**config.mk**
```make
export PLATFORM = sky130hd
export DESIGN_NAME = pwm_duty_calc_flat
export DESIGN_NICKNAME = d
export VERILOG_FILES = /design/src/rtl/pwm_pkg.sv /design/src/rtl/pwm_duty_calc_if.sv /design/src/rtl/pwm_serial_div.sv /design/src/rtl/pwm_duty_calc.sv /design/src/flat_wrapper.sv
export SDC_FILE = /design/constraint.sdc
export NUM_CORES = 1
export LEC_CHECK = 0
export ABC_AREA = 1
export BUFFER_PORTS_ARGS = -buffer_cell sky130_fd_sc_hd__buf_2
export CAP_MARGIN = 25
export CORE_ASPECT_RATIO = 0.5
export CORE_MARGIN = 4
export CORE_UTILIZATION = 40
export DETAILED_ROUTE_END_ITERATION = 8
export PLACE_DENSITY_LB_ADDON = 0.25
export SYNTH_ARGS = -nofsm -noshare
export SYNTH_HDL_FRONTEND = slang
export SYNTH_HIERARCHICAL = 1
export SYNTH_SLANG_ARGS = --single-unit
```
**constraint.sdc**
```tcl
create_clock -name clk -period 2.9 [get_ports clk]
set_clock_uncertainty 0.05 [all_clocks]
set_input_delay 0.145 -clock clk [delete_from_list [all_inputs] [get_ports clk]]
set_output_delay 0.145 -clock clk [all_outputs]
set_load 0.02 [all_outputs]
```
**src/rtl/pwm_pkg.sv**
```systemverilog
// Shared widths, FSM encoding and helpers for the PWM duty-cycle front-end.
package pwm_pkg;

  localparam int PWM_W      = 16;
  localparam int PCT_W      = 8;
  localparam int PROD_W     = 23;
  localparam int PCT_MAX    = 100;
  localparam int MUL_CYCLES = PCT_W;
  localparam int DIV_CYCLES = PROD_W;

  typedef enum logic [1:0] {
    S_IDLE = 2'd0,
    S_MUL  = 2'd1,
    S_DIV  = 2'd2,
    S_DONE = 2'd3
  } state_t;

  function automatic logic [PCT_W-1:0] clamp_pct(input logic [PCT_W-1:0] pct);
    return (pct > PCT_W'(PCT_MAX)) ? PCT_W'(PCT_MAX) : pct;
  endfunction

endpackage

```
**src/rtl/pwm_duty_calc_if.sv**
```systemverilog
// Command handshake bundle feeding the duty-cycle calculator.
interface pwm_duty_calc_if;
  import pwm_pkg::*;

  logic             cmd_valid;
  logic             cmd_ready;
  logic [PWM_W-1:0] cmd_period;
  logic [PCT_W-1:0] cmd_percent;

  modport master (output cmd_valid, output cmd_period, output cmd_percent, input cmd_ready);
  modport slave  (input cmd_valid, input cmd_period, input cmd_percent, output cmd_ready);

endinterface

```
**src/rtl/pwm_serial_div.sv**
```systemverilog
// Restoring divider of a PROD_W-bit dividend by a small constant, one quotient
// bit per clock; the start cycle already processes the first bit.
module pwm_serial_div
  import pwm_pkg::*;
#(
  parameter int DIVISOR = PCT_MAX
) (
  input  logic              clk,
  input  logic              rst_n,
  input  logic              start,
  input  logic [PROD_W-1:0] dividend,
  output logic [PWM_W-1:0]  quotient,
  output logic              done
);

  localparam int REM_W = $clog2(DIVISOR);

  logic [PROD_W-1:0] work_reg;
  logic [PROD_W-1:0] work_src;
  logic [PROD_W-1:0] work_next;
  logic [REM_W-1:0]  rem_reg;
  logic [REM_W-1:0]  rem_src;
  logic [REM_W-1:0]  rem_next;
  logic [REM_W:0]    rem_sh;
  logic              q_bit;
  logic [4:0]        cnt_reg;
  logic              active_reg;
  logic              done_reg;

  // Dividend bits shift out of the top of work_reg while quotient bits fill in below.
  always_comb begin
    work_src  = start ? dividend : work_reg;
    rem_src   = start ? '0 : rem_reg;
    rem_sh    = {rem_src, work_src[PROD_W-1]};
    q_bit     = (rem_sh >= (REM_W+1)'(DIVISOR));
    rem_next  = q_bit ? REM_W'(rem_sh - (REM_W+1)'(DIVISOR)) : rem_sh[REM_W-1:0];
    work_next = {work_src[PROD_W-2:0], q_bit};
  end

  always_ff @(posedge clk or negedge rst_n) begin
    if (!rst_n) begin
      work_reg   <= '0;
      rem_reg    <= '0;
      cnt_reg    <= '0;
      active_reg <= 1'b0;
      done_reg   <= 1'b0;
    end else begin
      done_reg <= 1'b0;
      if (start || active_reg) begin
        work_reg <= work_next;
        rem_reg  <= rem_next;
      end
      if (start) begin
        active_reg <= 1'b1;
        cnt_reg    <= 5'd1;
      end else if (active_reg) begin
        cnt_reg <= cnt_reg + 5'd1;
        if (cnt_reg == 5'(PROD_W - 1)) begin
          active_reg <= 1'b0;
          done_reg   <= 1'b1;
        end
      end
    end
  end

  // The quotient never exceeds 16 bits because the dividend is at most 65535*100.
  assign quotient = work_reg[PWM_W-1:0];
  assign done     = done_reg;

endmodule

```
**src/rtl/pwm_duty_calc.sv**
```systemverilog
// Computes duty_cycle = floor(period*percent/100) with serial mul/div and drives
// the PWM generator registers. Define PWM_DUTY_RAMP_EN for stepped duty ramping.
module pwm_duty_calc
  import pwm_pkg::*;
#(
  parameter logic [PWM_W-1:0] RESET_PERIOD = 16'd1000,
  parameter int               RAMP_DIV     = 256
) (
  input  logic                   clk,
  input  logic                   rst_n,
  pwm_duty_calc_if.slave         cmd,
  output logic [PWM_W-1:0]       duty_cycle,
  output logic [PWM_W-1:0]       period_out,
  output logic                   upd_pulse,
  output logic                   busy,
  output logic                   settled
);

  if (RAMP_DIV < 1) begin : g_ramp_div_chk
    $error("RAMP_DIV must be at least 1");
  end

  state_t            state_reg;
  state_t            state_next;
  logic [4:0]        cnt_reg;
  logic [4:0]        cnt_next;
  logic              accept;
  logic              div_start;
  logic              div_done;
  logic [PWM_W-1:0]  quotient;
  logic              load;

  logic [PWM_W-1:0]  period_reg;
  logic [PCT_W-1:0]  pct_reg;
  logic [PROD_W-1:0] mcand_reg;
  logic [PROD_W-1:0] prod_reg;

  logic [PWM_W-1:0]  duty_reg;
  logic [PWM_W-1:0]  period_out_reg;
  logic              upd_reg;
  logic              busy_reg;
  logic              ready_reg;

  assign accept = cmd.cmd_valid && ready_reg;
  assign load   = div_done;

  always_ff @(posedge clk or negedge rst_n) begin
    if (!rst_n) begin
      state_reg <= S_IDLE;
      cnt_reg   <= '0;
    end else begin
      state_reg <= state_next;
      cnt_reg   <= cnt_next;
    end
  end

  always_comb begin
    state_next = state_reg;
    cnt_next   = cnt_reg;
    div_start  = 1'b0;
    case (state_reg)
      S_IDLE: begin
        if (accept) begin
          state_next = S_MUL;
          cnt_next   = '0;
        end
      end
      S_MUL: begin
        cnt_next = cnt_reg + 5'd1;
        if (cnt_reg == 5'(MUL_CYCLES - 1)) begin
          state_next = S_DIV;
          cnt_next   = '0;
        end
      end
      S_DIV: begin
        div_start = (cnt_reg == 5'd0);
        cnt_next  = cnt_reg + 5'd1;
        if (cnt_reg == 5'(DIV_CYCLES - 1)) begin
          state_next = S_DONE;
          cnt_next   = '0;
        end
      end
      S_DONE: begin
        state_next = S_IDLE;
      end
      default: begin
        state_next = S_IDLE;
      end
    endcase
  end

  // Shift-add multiplier: one percent bit per MUL cycle, LSB first.
  always_ff @(posedge clk or negedge rst_n) begin
    if (!rst_n) begin
      period_reg <= '0;
      pct_reg    <= '0;
      mcand_reg  <= '0;
      prod_reg   <= '0;
    end else if (accept) begin
      period_reg <= cmd.cmd_period;
      pct_reg    <= clamp_pct(cmd.cmd_percent);
      mcand_reg  <= {{(PROD_W-PWM_W){1'b0}}, cmd.cmd_period};
      prod_reg   <= '0;
    end else if (state_reg == S_MUL) begin
      if (pct_reg[0]) begin
        prod_reg <= prod_reg + mcand_reg;
      end
      mcand_reg <= mcand_reg << 1;
      pct_reg   <= pct_reg >> 1;
    end
  end

  pwm_serial_div #(
    .DIVISOR (PCT_MAX)
  ) u_div (
    .clk      (clk),
    .rst_n    (rst_n),
    .start    (div_start),
    .dividend (prod_reg),
    .quotient (quotient),
    .done     (div_done)
  );

  // Status flags are registered from the next state so they line up with it.
  always_ff @(posedge clk or negedge rst_n) begin
    if (!rst_n) begin
      period_out_reg <= RESET_PERIOD;
      upd_reg        <= 1'b0;
      busy_reg       <= 1'b0;
      ready_reg      <= 1'b1;
    end else begin
      upd_reg   <= load;
      busy_reg  <= (state_next != S_IDLE);
      ready_reg <= (state_next == S_IDLE);
      if (load) begin
        period_out_reg <= period_reg;
      end
    end
  end

`ifdef PWM_DUTY_RAMP_EN
  localparam int PS_W = (RAMP_DIV > 1) ? $clog2(RAMP_DIV) : 1;

  logic [PS_W-1:0]  ps_reg;
  logic             tick;
  logic [PWM_W-1:0] target_reg;
  logic [PWM_W-1:0] target_next;
  logic [PWM_W-1:0] duty_base;
  logic [PWM_W-1:0] duty_next;
  logic             settled_reg;

  assign tick = (ps_reg == PS_W'(RAMP_DIV - 1));

  always_ff @(posedge clk or negedge rst_n) begin
    if (!rst_n) begin
      ps_reg <= '0;
    end else if (tick) begin
      ps_reg <= '0;
    end else begin
      ps_reg <= ps_reg + PS_W'(1);
    end
  end

  // A new command clamps the duty to the new period, then the tick still applies.
  always_comb begin
    target_next = load ? quotient : target_reg;
    duty_base   = (load && (duty_reg > period_reg)) ? period_reg : duty_reg;
    duty_next   = duty_base;
    if (tick) begin
      if (duty_base < target_next) begin
        duty_next = duty_base + 16'd1;
      end else if (duty_base > target_next) begin
        duty_next = duty_base - 16'd1;
      end
    end
  end

  always_ff @(posedge clk or negedge rst_n) begin
    if (!rst_n) begin
      duty_reg    <= '0;
      target_reg  <= '0;
      settled_reg <= 1'b1;
    end else begin
      duty_reg    <= duty_next;
      target_reg  <= target_next;
      settled_reg <= (duty_next == target_next);
    end
  end

  assign settled = settled_reg;
`else
  always_ff @(posedge clk or negedge rst_n) begin
    if (!rst_n) begin
      duty_reg <= '0;
    end else if (load) begin
      duty_reg <= quotient;
    end
  end

  assign settled = 1'b1;
`endif

  assign duty_cycle    = duty_reg;
  assign period_out    = period_out_reg;
  assign upd_pulse     = upd_reg;
  assign busy          = busy_reg;
  assign cmd.cmd_ready = ready_reg;

  assert property (@(posedge clk) disable iff (!rst_n) upd_reg |=> !upd_reg);
  assert property (@(posedge clk) disable iff (!rst_n) ready_reg |-> !busy_reg);
  assert property (@(posedge clk) disable iff (!rst_n) div_done |-> (state_reg == S_DONE));

endmodule

```
**src/flat_wrapper.sv**
```systemverilog
// flat-port wrapper written by rule: the top's interface ports become plain ports
module pwm_duty_calc_flat import pwm_pkg::*;
#(
  parameter logic [PWM_W-1:0] RESET_PERIOD = 16'd1000,
  parameter int               RAMP_DIV     = 256
)
  (clk, rst_n, duty_cycle, period_out, upd_pulse, busy, settled, cmd_cmd_valid, cmd_cmd_period, cmd_cmd_percent, cmd_cmd_ready);
  pwm_duty_calc_if cmd_i ();
  input  logic clk;
  input  logic rst_n;
  output logic [PWM_W-1:0] duty_cycle;
  output logic [PWM_W-1:0] period_out;
  output logic upd_pulse;
  output logic busy;
  output logic settled;
  input wire logic [$bits(cmd_i.cmd_valid)-1:0] cmd_cmd_valid;
  input wire logic [$bits(cmd_i.cmd_period)-1:0] cmd_cmd_period;
  input wire logic [$bits(cmd_i.cmd_percent)-1:0] cmd_cmd_percent;
  output wire logic [$bits(cmd_i.cmd_ready)-1:0] cmd_cmd_ready;
  assign cmd_i.cmd_valid = cmd_cmd_valid;
  assign cmd_i.cmd_period = cmd_cmd_period;
  assign cmd_i.cmd_percent = cmd_cmd_percent;
  assign cmd_cmd_ready = cmd_i.cmd_ready;
  pwm_duty_calc #(.RESET_PERIOD(RESET_PERIOD), .RAMP_DIV(RAMP_DIV)) u_core (.clk(clk), .rst_n(rst_n), .cmd(cmd_i), .duty_cycle(duty_cycle), .period_out(period_out), .upd_pulse(upd_pulse), .busy(busy), .settled(settled));
endmodule
```
Word level (Yosys, flattened, before mapping). Index checks and enable logic that the tools add are counted.

Flip-flop bits (word level): 149. Word-level logic and storage cells: 69.

$lt $le $gt $ge: 2. Reductions and logical operators: 12. Multiplexer cells: 28. Add/subtract/negate cells: 4. Equal/unequal tests: 7.

Operators with widths (count): 2-to-1 mux 23 bit (6); 2-to-1 mux 5 bit (5); 2-to-1 mux 8 bit (3); adder 23 bit (1); one-hot mux 5 bit (3 select lines) (1); 2-to-1 mux 7 bit (2); adder 5 x 1 -> 5 bit (second input constant) (2); == test 5 bit (second input constant) (2); greater-or-equal comparator 8 x 7 -> 1 bit (second input constant) (1); greater-than comparator 8 x 7 -> 1 bit (second input constant) (1); one-hot mux 2 bit (4 select lines) (1); nonzero test 2 bit (4); 2-to-1 mux 1 bit (7); subtractor 7 bit (second input constant) (1); 2-to-1 mux 2 bit (3); == test 5 x 3 -> 1 bit (second input constant) (1); logical NOT 5 bit (1); == test 2 bit (second input constant) (2); logical NOT 2 bit (2); AND reduction 2 bit (2); nonzero test 3 bit (1); == test 2 x 1 -> 1 bit (second input constant) (1); != test 2 x 1 -> 1 bit (second input constant) (1); logical AND 1 bit (1); logical OR 1 bit (1).

Depth between registers and ports, before layout. Gate-level depths: netlist (run 1).

Word-level depth: 5. Mapped depth: 14. Mapped depth without buffers: 14.

Modules after synthesis. The synthesis (run 1) kept the hierarchy.

Modules (own cells, without submodules): pwm_duty_calc (area each 6168.4 µm², instances 1, cells each 781); pwm_serial_div (area each 1989.4 µm², instances 1, cells each 232).

Worst setup path before layout (run 1). No wires, ideal clock.

Path kind: register -> register. Start point: register u_core.state_reg[0]. End point: register u_core.u_div.rem_reg[2]. Setup time: 117 ps. Path buffers: 0. Cell stages (with the launch flop): 13. Required time: 2733 ps. Arrival: 1932 ps. Slack: 801 ps. Cell sequence: dfrtp_1 -> inv_1 -> ha_1 -> inv_1 -> nor3_1 -> nor2_1 -> inv_1 -> ha_1 -> inv_1 -> a21oi_1 -> nand2_1 -> nand3_1 -> nand2_1.

Word-level cells in the longest chain between the ends: 5.

Ends and longest elaborated chain: start: declaration (line pwm_duty_calc.sv:23) `state_t state_reg;`; start signal: assignment (line pwm_duty_calc.sv:52) `state_reg <= state_next;`; == test 2 bit * (line pwm_duty_calc.sv:61) `case (state_reg)`; 2-to-1 mux 1 bit * (line pwm_duty_calc.sv:61); via u_core.div_start (line pwm_duty_calc.sv:28) `logic div_start;`; 2-to-1 mux 23 bit or 2-to-1 mux 7 bit (tied branches) (line pwm_serial_div.sv:32, pwm_serial_div.sv:33); subtractor 7 bit or greater-or-equal comparator 8 x 7 -> 1 bit (tied branches) (line pwm_serial_div.sv:36, pwm_serial_div.sv:35); 2-to-1 mux 7 bit (line pwm_serial_div.sv:36) `rem_next = q_bit ? REM_W'(rem_sh - (REM_W+1)'(DIVISOR)) : rem_sh[REM_W-1:0];`; end signal: assignment (line pwm_serial_div.sv:51) `rem_reg <= rem_next;`; end: declaration (line pwm_serial_div.sv:21) `logic [REM_W-1:0] rem_reg;`.

The timed path passes the listed nets; every way through them passes the cells marked *. A chain may end at the register's enable or synchronous reset.

Worst setup path in the final report (run 1).
Start point: register u_core.state_reg[0]. End point: register u_core.u_div.rem_reg[5].

Same word-level chain as after synthesis.

==> results.md, run 1 <==
- Outcome: finished clean
- Longest Clk Path Bufs: 2
- Setup CP Type: flop to flop
- Max cap viols: 0
- Period minus WS final: 2.45 ns
- Slowest stage delay, CP: 0.44 ns
- 1st-iter DRT viols: 461
- Die height: 109 um
- Final hold vios: 0
- Post-layout nets: 1143
- Fraction of registers with async set/reset: 1.00
- WP buf/inv: 5
- Crit path launch: u_core/state_reg[0]$_DFF_PN0_
- Fmax: 407 MHz
- Post-synth cell types: 46
- Layout fillers: 1906
- Simple-gate share of the synthesized area: 0.240
- Pwr dens: 919 mW/mm^2
- Worst endpoint data arrival time: 2.72 ns
- Setup_tns: 0 ns
- DRC errors left: 0
- Ratio of cells with drive above 1 in the final layout: 0.165
- Vias: 6799
- Mux cell area share after synthesis: 0.0248
- Routed WL per cell: 14.5 um
- EDFF count, synth: 0
- Startpoint types: flop
- Adder-Cell Fraction of Synth Area: 0.0515
- Routed vias/inst: 4.99
- Most frequent cells in the layout: 262 x nand2_1, 141 x dfrtp_1, 135 x inv_1
- CP delay by family, top: buffers and inverters
- Worst VDD drop: 0.000478 V
- Synthesis-stage register bit count: 149
- Post-synth net total: 1073
- RSZ-0062 raised after global routing: false
- Sequential element share of the synthesized area: 0.458
- Worst setup EP type: flop
- Initial Util: 0.413
- Post-DP HPWL: 14.4 mm
- Critical Path RT: 3.16 ns
- Final WS setup: 0.445 ns
- CTS tree: yes
- Met2 GRT Util: 0.270
- Final Cycle Share: 0.846
- Die X: 210 um
- N_diodes: 0
- Largest family of logic cells by synthesized area: simple AND/OR/NAND/NOR gates
- Hold Path Class: input port to flop
- Total track usage: 0.181
- Num CTS Buffers: 17
- Initial antenna violation count: 0
- Commonest non-fill, non-tap cell in the layout: nand2_1
- Syn avg cell area: 8.05 sq um
- Drt first pass iters: 5
- Die area: 0.0229 sq mm
- Clock Latency Late Sink: 0.42 ns
- RD Place Congestion: 0.849
- Largest net degree at the start of global routing: 78
- Warnings, synthesis: 6
- I/O pin cnt: 63
- Synthesized netlist cell count: 1013
- Overflow after GRT: 0
- Final setup violation count: 0
- CTS Root Cell: clkbuf_16
- Area delta synth->final: 15.9%
- Design Power: 8.69 mW
- Global-route wire length before repair: 33.1 mm
- Row cnt: 36
- Met1 Use GR: 0.273
- Leak pwr: 4.89 nW
- Most crowded layer after global routing: met1
- Synth Area in Compound Gates: 0.117
- I/O Buffers: 61
- Area of the multi-input gates: 0.00359 sq mm
- Post-CTS setup buffer count: 0
- Routed WL: 19.7 mm
- Worst path slowest cell: dfrtp_1
- Hold_sp: cmd_cmd_percent[6]
- Place WS: 0.458 ns
- Cts repair resizes: 0
- Main synth FF type: dfrtp_1
- CP cell instances: inv_1 > ha_1 > inv_1 > nor3_2 > buf_4 > inv_2 > nand2_1 > ha_1 > inv_1 > nand4_4 > nand3_4 > nand2_1 > nand3_1 > nand2_1
- CTS H-tree depth: 4
- Origin of the critical flop-to-flop path: u_core/state_reg[0]$_DFF_PN0_
- Post-Syn Area: 0.00816 sq mm
- Routed Antenna Nets: 0
- Max-slew violations: 0
- Crit Path Max Fanout: 19
- CTS clk-pin slew, worst paths: 0.06 ns
- Relative slew slack: 0.443
- Synth Area in XOR/XNOR: 0.00429
- Number of global-route vias before repair: 6436
- Core outline area: 0.0197 sq mm
- Seq. cell area: 0.00374 sq mm
- Slew @ Worst Pin: 0.836 ns
- Clock Sinks: 149
- M3 GR Usage: 0.0319
==> layout make-up <==
| cell class | instances | area share |
|---|---|---|
| clock buffers | 20 | 0.0493 |
| flip-flops and latches | 149 | 0.395 |
| clock inverters | 12 | 0.0135 |
| well taps | 266 | 0.0352 |
| multi-input cells | 672 | 0.379 |
| repair buffers | 98 | 0.0700 |
| inverters | 145 | 0.0575 |
==> power breakdown <==
group | switching (mW) | total [mW] | internal [mW] | leakage (nW)
registers | 0.455 | 3.06 | 2.60 | 1.88
clock network | 0.876 | 2.21 | 1.33 | 0.284
logic | 2.26 | 3.43 | 1.17 | 2.72
total | 3.59 | 8.69 | 5.11 | 4.89
==> worst reg2reg max path, stage by stage (launching register included) <==
cell and delay, ns:
dfrtp_1 0.44, inv_1 0.09, ha_1 0.22, inv_1 0.10, nor3_2 0.05, buf_4 0.18, inv_2 0.26, nand2_1 0.13
ha_1 0.23, inv_1 0.14, nand4_4 0.15, nand3_4 0.13, nand2_1 0.06, nand3_1 0.06, nand2_1 0.05
==> cells in the mapped netlist, types with 2 or more instances <==
master | count | share of area
a21oi_1 | 55 | 0.034
a21oi_2 | 2 | 0.0021
a22o_1 | 2 | 0.0021
a22oi_1 | 2 | 0.0018
a31oi_1 | 4 | 0.0031
buf_1 | 2 | 0.00092
buf_2 | 17 | 0.010
buf_4 | 22 | 0.020
buf_6 | 2 | 0.0028
clkbuf_1 | 4 | 0.0018
dfrtp_1 | 142 | 0.44
dfstp_2 | 7 | 0.023
ha_1 | 32 | 0.049
inv_1 | 135 | 0.062
inv_2 | 9 | 0.0041
mux2_2 | 18 | 0.025
nand2_1 | 262 | 0.12
nand2_2 | 10 | 0.0077
nand2_4 | 3 | 0.0041
nand3_1 | 42 | 0.026
nand3_2 | 4 | 0.0049
nand3b_1 | 4 | 0.0037
nand4_1 | 10 | 0.0077
nor2_1 | 89 | 0.041
nor2_2 | 8 | 0.0061
nor2_4 | 7 | 0.0097
nor3_1 | 5 | 0.0031
o21ai_0 | 64 | 0.039
o21ai_1 | 7 | 0.0043
o21ai_2 | 2 | 0.0021
o221ai_1 | 12 | 0.013
o22ai_1 | 10 | 0.0077
o31ai_1 | 2 | 0.0018
o32ai_1 | 2 | 0.0021
xor2_1 | 4 | 0.0043
==> logic make-up after synthesis <==
kind of cell,count (synthesis)
AOI/OAI and AO/OA,168
xor gates and xnor gates,4
adders and majority gates,33
buffers and inverters,192
DFF,149
muxes,18
other,1
and+or+nand+nor,448
==> final timing paths <==
check                                                      endpoint  slack [ns]  cells past startpoint
worst max register to register  u_core/u_div/rem_reg[5]$_DFFE_PN0P_        0.45                     14
min in group asynchronous          u_core/period_out[2]$_DFFE_PN0P_        0.25                      2
max in group asynchronous          u_core/period_out[8]$_DFFE_PN1P_        1.72                      3
worst min register to register     u_core/period_out[3]$_DFFE_PN1P_        0.44                      2
worst max-delay path            u_core/u_div/rem_reg[5]$_DFFE_PN0P_        0.45                     14
worst min-delay path                  u_core/pct_reg[4]$_DFFE_PN0P_        0.07                      4
==> metal layers <==
layer / vias up / routed length (um)
li1: 3392 / -
met1: 3216 / 10400
met2: 176 / 8100
met3: 15 / 1040
met4: 0 / 206
met5: - / 0
==> per-stage QoR <==
step                instance area [sq um]  hold WS [ns]  instances   util
finish                               9460        0.0732       1362  0.479
detailed placement                   8620         0.186       1306  0.437
floorplan                            8160        -0.201       1013      -
global placement                     8620         0.174       1306  0.437
CTS                                  9460        0.0462       1362  0.479
global route                         9460        0.0731       1362  0.479
==> timing repair <==
item	in CTS	in global routing
endpoints found under the hold margin	111	0
hold buffers	24	0
setup endpoints to repair	0	0
No activity file was read; power rests on OpenSTA's default activity.
==> inputs of run 2 (changes only) <==
- ABC_AREA: 1 -> 0
- clock period: 2.9 -> 2 ns (I/O delays scaled with it)
==> results.md, run 2 <==
- Crit path launch: u_core/mcand_reg[5]$_DFFE_PN0P_
- Sequential element share of the synthesized area: 0.471 (+0.0132)
- R2R depth: 6 (-8)
- Ratio of cells with drive above 1 in the final layout: 0.360 (+0.195)
- CTS Root Cell: clkbuf_16
- Overflow after GRT: 0 (unchanged)
- Comb power frac: 0.481 (+0.087)
- Synthesis-stage register bit count: 149 (unchanged)
- Sw Pwr: 5.32 mW (+48%)
- CTS H-tree depth: 4 (unchanged)
- Warnings, synthesis: 6 (unchanged)
- Fraction of registers with async set/reset: 1.00 (unchanged)
- Origin of the critical flop-to-flop path: u_core/mcand_reg[5]$_DFFE_PN0P_
- Met2 WL: 9.03 mm (+11%)
- Cell internal pwr: 8.93 mW (+75%)
- Final hold vios: 0 (unchanged)
- Critical Path RT: 2.29 ns (-0.87 ns)
- Clock Sinks: 149 (unchanged)
- Post-layout nets: 1061 (-7.2%)
- I/O Buffers: 61 (unchanged)
- Net switching share of the total power: 0.373 (-0.0392)
- Number of global-route vias before repair: 6394 (-0.65%)
- Total track usage: 0.192 (+0.0105)
- 1st-iter DRT viols: 362 (-21%)
- Die X: 207 um (-1.4%)
- Syn avg cell area: 9.99 sq um (+24%)
- Post-route cell area: 0.0108 sq mm (+14%)
- Yosys top cell area share: 0.448 (+0.0126)
- Slew @ Worst Pin: 0.781 ns (-0.0544 ns)
- Startpoint types: flop
- Top-count cell post-synth: dfrtp_1
- Routed Antenna Nets: 0 (unchanged)
- Initial antenna violation count: 0 (unchanged)
- DRC errors left: 0 (unchanged)
- WP buf/inv: 0 (-5)
- Crit Path Max Fanout: 4 (-15)
- Sequential share of power: 0.299 (-0.053)
- Layout fillers: 1710 (-10%)
- CTS tree: yes
- Longest Clk Path Bufs: 2 (unchanged)
- Largest net degree at the start of global routing: 50 (-36%)
- Final WS setup: -0.370 ns (-0.815 ns)
- Routed wl met3: 942 um (-9.1%)
- CP cell instances: ha_1 > o211ai_1 > o21ai_2 > or4b_1 > o221ai_2 > mux2i_1
- Worst R2R Setup Slack: -0.37 ns (-0.81 ns)
- Initial Util: 0.407 (-0.00602)
- Violated checks: setup timing
- Main synth FF type: dfrtp_1
- CP delay by family, top: compound AO/OA/AOI/OAI gates
- Die area: 0.0223 sq mm (-2.6%)
- Most frequent cells in the layout: 154 x buf_4, 141 x dfrtp_1, 126 x nand2_1
- Synth area leaders: dfrtp_1 45%, mux2i_1 7.3%, nand2_1 6.0%
- Clock power frac: 0.220 (-0.034)
- Placed cell area: 0.00956 sq mm (+11%)
- Routed vias/inst: 5.14 (+3.0%)
- Final setup violation count: 18 (+18)
- N_diodes: 0 (unchanged)
- Hold Path Class: input port to async pin
- Worst VDD drop: 0.000767 V (+60%)
- Post-synth net total: 854 (-20%)
- Final Cycle Share: 1.18 (+0.338)
- Place WS: -0.350 ns (-0.808 ns)
- Placed Cells: 1214 (-7.0%)
- RSZ-0062 raised after global routing: true
- EDFF count, synth: 0 (unchanged)
- Post-DP HPWL: 15.1 mm (+4.3%)
- Final Util: 0.555 (+0.0757)
- Vias: 6584 (-3.2%)
- Worst R2R End: u_core/prod_reg[22]$_DFFE_PN0P_
- Row cnt: 36 (unchanged)
- Worst endpoint data arrival time: 2.66 ns (-0.06 ns)
- Drt first pass iters: 5 (unchanged)
- Most frequent cells after synthesis: 142 x dfrtp_1, 127 x nand2_1, 74 x o21ai_0, 58 x mux2i_1, 43 x nor2_1
- Max-slew violations: 0 (unchanged)
- CTS clk-pin slew, worst paths: 0.07 ns (about the same)
- Routed WL: 21.2 mm (+7.7%)
- Num CTS Buffers: 17 (unchanged)
- Clock Latency Late Sink: 0.42 ns (about the same)
- Worst setup EP type: flop
- Leak pwr: 5.12 nW (+4.8%)
- Setup CP Type: flop to flop
- Fmax: 422 MHz (+3.6%)
- Number of standard cells in the layout, taps in and fillers out: 1280 (-6.0%)
- Area delta synth->final: 36.2%
- Commonest non-fill, non-tap cell in the layout: buf_4
- Period minus WS final: 2.37 ns (-0.0852 ns)
- Pwr dens: 1320 mW/mm^2 (+44%)
- Slowest stage delay, CP: 0.51 ns (+0.07 ns)
- Outcome: complete, but fails checks
- Uppermost layer routed: met4
- Post-synth cell types: 74 (+61%)
- Worst path slowest cell: or4b_1
- Largest area contributor in the netlist: dfrtp_1
- Core outline area: 0.0195 sq mm (-1.4%)
- Routed WL per cell: 16.6 um (+15%)
- Post-Syn Area: 0.00793 sq mm (-2.8%)
- Setup_tns: -2.81 ns (-2.81 ns)
- Relative slew slack: 0.475 (+0.0323)
- Met1 Routed Length: 11.1 mm (+6.8%)
- Die height: 108 um (-1.3%)
- RD Place Congestion: 0.935 (+10%)
- I/O pin cnt: 63 (unchanged)
- Global-route wire length before repair: 34.2 mm (+3.3%)
- Max cap viols: 0 (unchanged)
- Synthesized netlist cell count: 794 (-22%)
run 2: cell types whose count changed after synthesis, sizes merged, moves of 20 or more:
cell	previous run	this run
nand3	47	12
nand2	275	127
nor2	104	43
clkbuf	4	25
inv	144	21
mux2i	0	58
a21oi	57	37
run 2: what timing repair did:
item | in CTS | in global routing
pin swaps | 20 | 13
endpoints found under the hold margin | 135 | 0
resized for setup | 44 | 27
setup endpoints to repair | 21 | 26
hold buffers | 25 | 0
buffers inserted | 7 | 3
run 2: stage by stage:
step / power [mW] / hold slack, ns
2_1_floorplan: 7.44 / -0.246
3_3_place_gp: 10.2 / 0.0206
3_5_place_dp: 10.3 / 0.0194
4_1_cts: 13.9 / 0.147
5_1_grt: 15.1 / 0.164
6_report: 14.2 / 0.137
run 2: power by group through the flow:
stage               combinational [mW]  sequential, mW  clock, mW
finish                            6.85            4.26       3.13
global route                      7.43            4.34       3.34
CTS                               6.54            4.21       3.19
detailed placement                6.12            4.21          0
global placement                  6.03            4.19          0
floorplan                         3.31            4.13          0
run 2: worst max-delay path by stage:
stage | to | slack, ns | cells after the start
after floorplan | u_core/prod_reg[22]$_DFFE_PN0P_ | -0.22 | 8
after global placement | u_core/prod_reg[19]$_DFFE_PN0P_ | -0.35 | 8
after detailed placement | u_core/prod_reg[20]$_DFFE_PN0P_ | -0.35 | 9
after CTS | u_core/prod_reg[22]$_DFFE_PN0P_ | -0.35 | 8
after global routing | u_core/prod_reg[22]$_DFFE_PN0P_ | -0.50 | 8
final | u_core/prod_reg[22]$_DFFE_PN0P_ | -0.37 | 6
run 2: cells by family (layout without fill, tap and decap cells):
kind of cell | count (synthesis) | in the layout | synth area share
adder cells (fa/ha/maj) | 33 | 33 | 0.0530
buffers and inverters | 80 | 300 | 0.0489
other | 1 | 1 | 0.000473
flip-flops | 149 | 149 | 0.471
AO/OA/AOI/OAI | 184 | 184 | 0.151
AND/OR/NAND/NOR | 239 | 239 | 0.137
XOR/XNOR | 17 | 17 | 0.0188
multiplexers | 91 | 91 | 0.120
run 2: layer usage:
metal	global-route usage	up-vias
met4	0.0325	0
met5	0	-
met2	0.281	144
met1	0.296	3218
li1	-	3204
met3	0.0399	18
run 2: cell type report:
cell class	instances	area [sq um]	share of cell area
multi-input combinational	565	4260	0.394
tap	266	333	0.0308
clock buffer	21	440	0.0408
sequential	149	3740	0.346
clock inverter	11	128	0.0118
inverter	21	78.8	0.00730
timing repair buffer	247	1820	0.169
run 2: worst register-to-register path: stages, from the launching register on:
cell and delay (ns):
dfrtp_1 0.43, ha_1 0.36, o211ai_1 0.46, o21ai_2 0.18, or4b_1 0.51, o221ai_2 0.09
mux2i_1 0.20
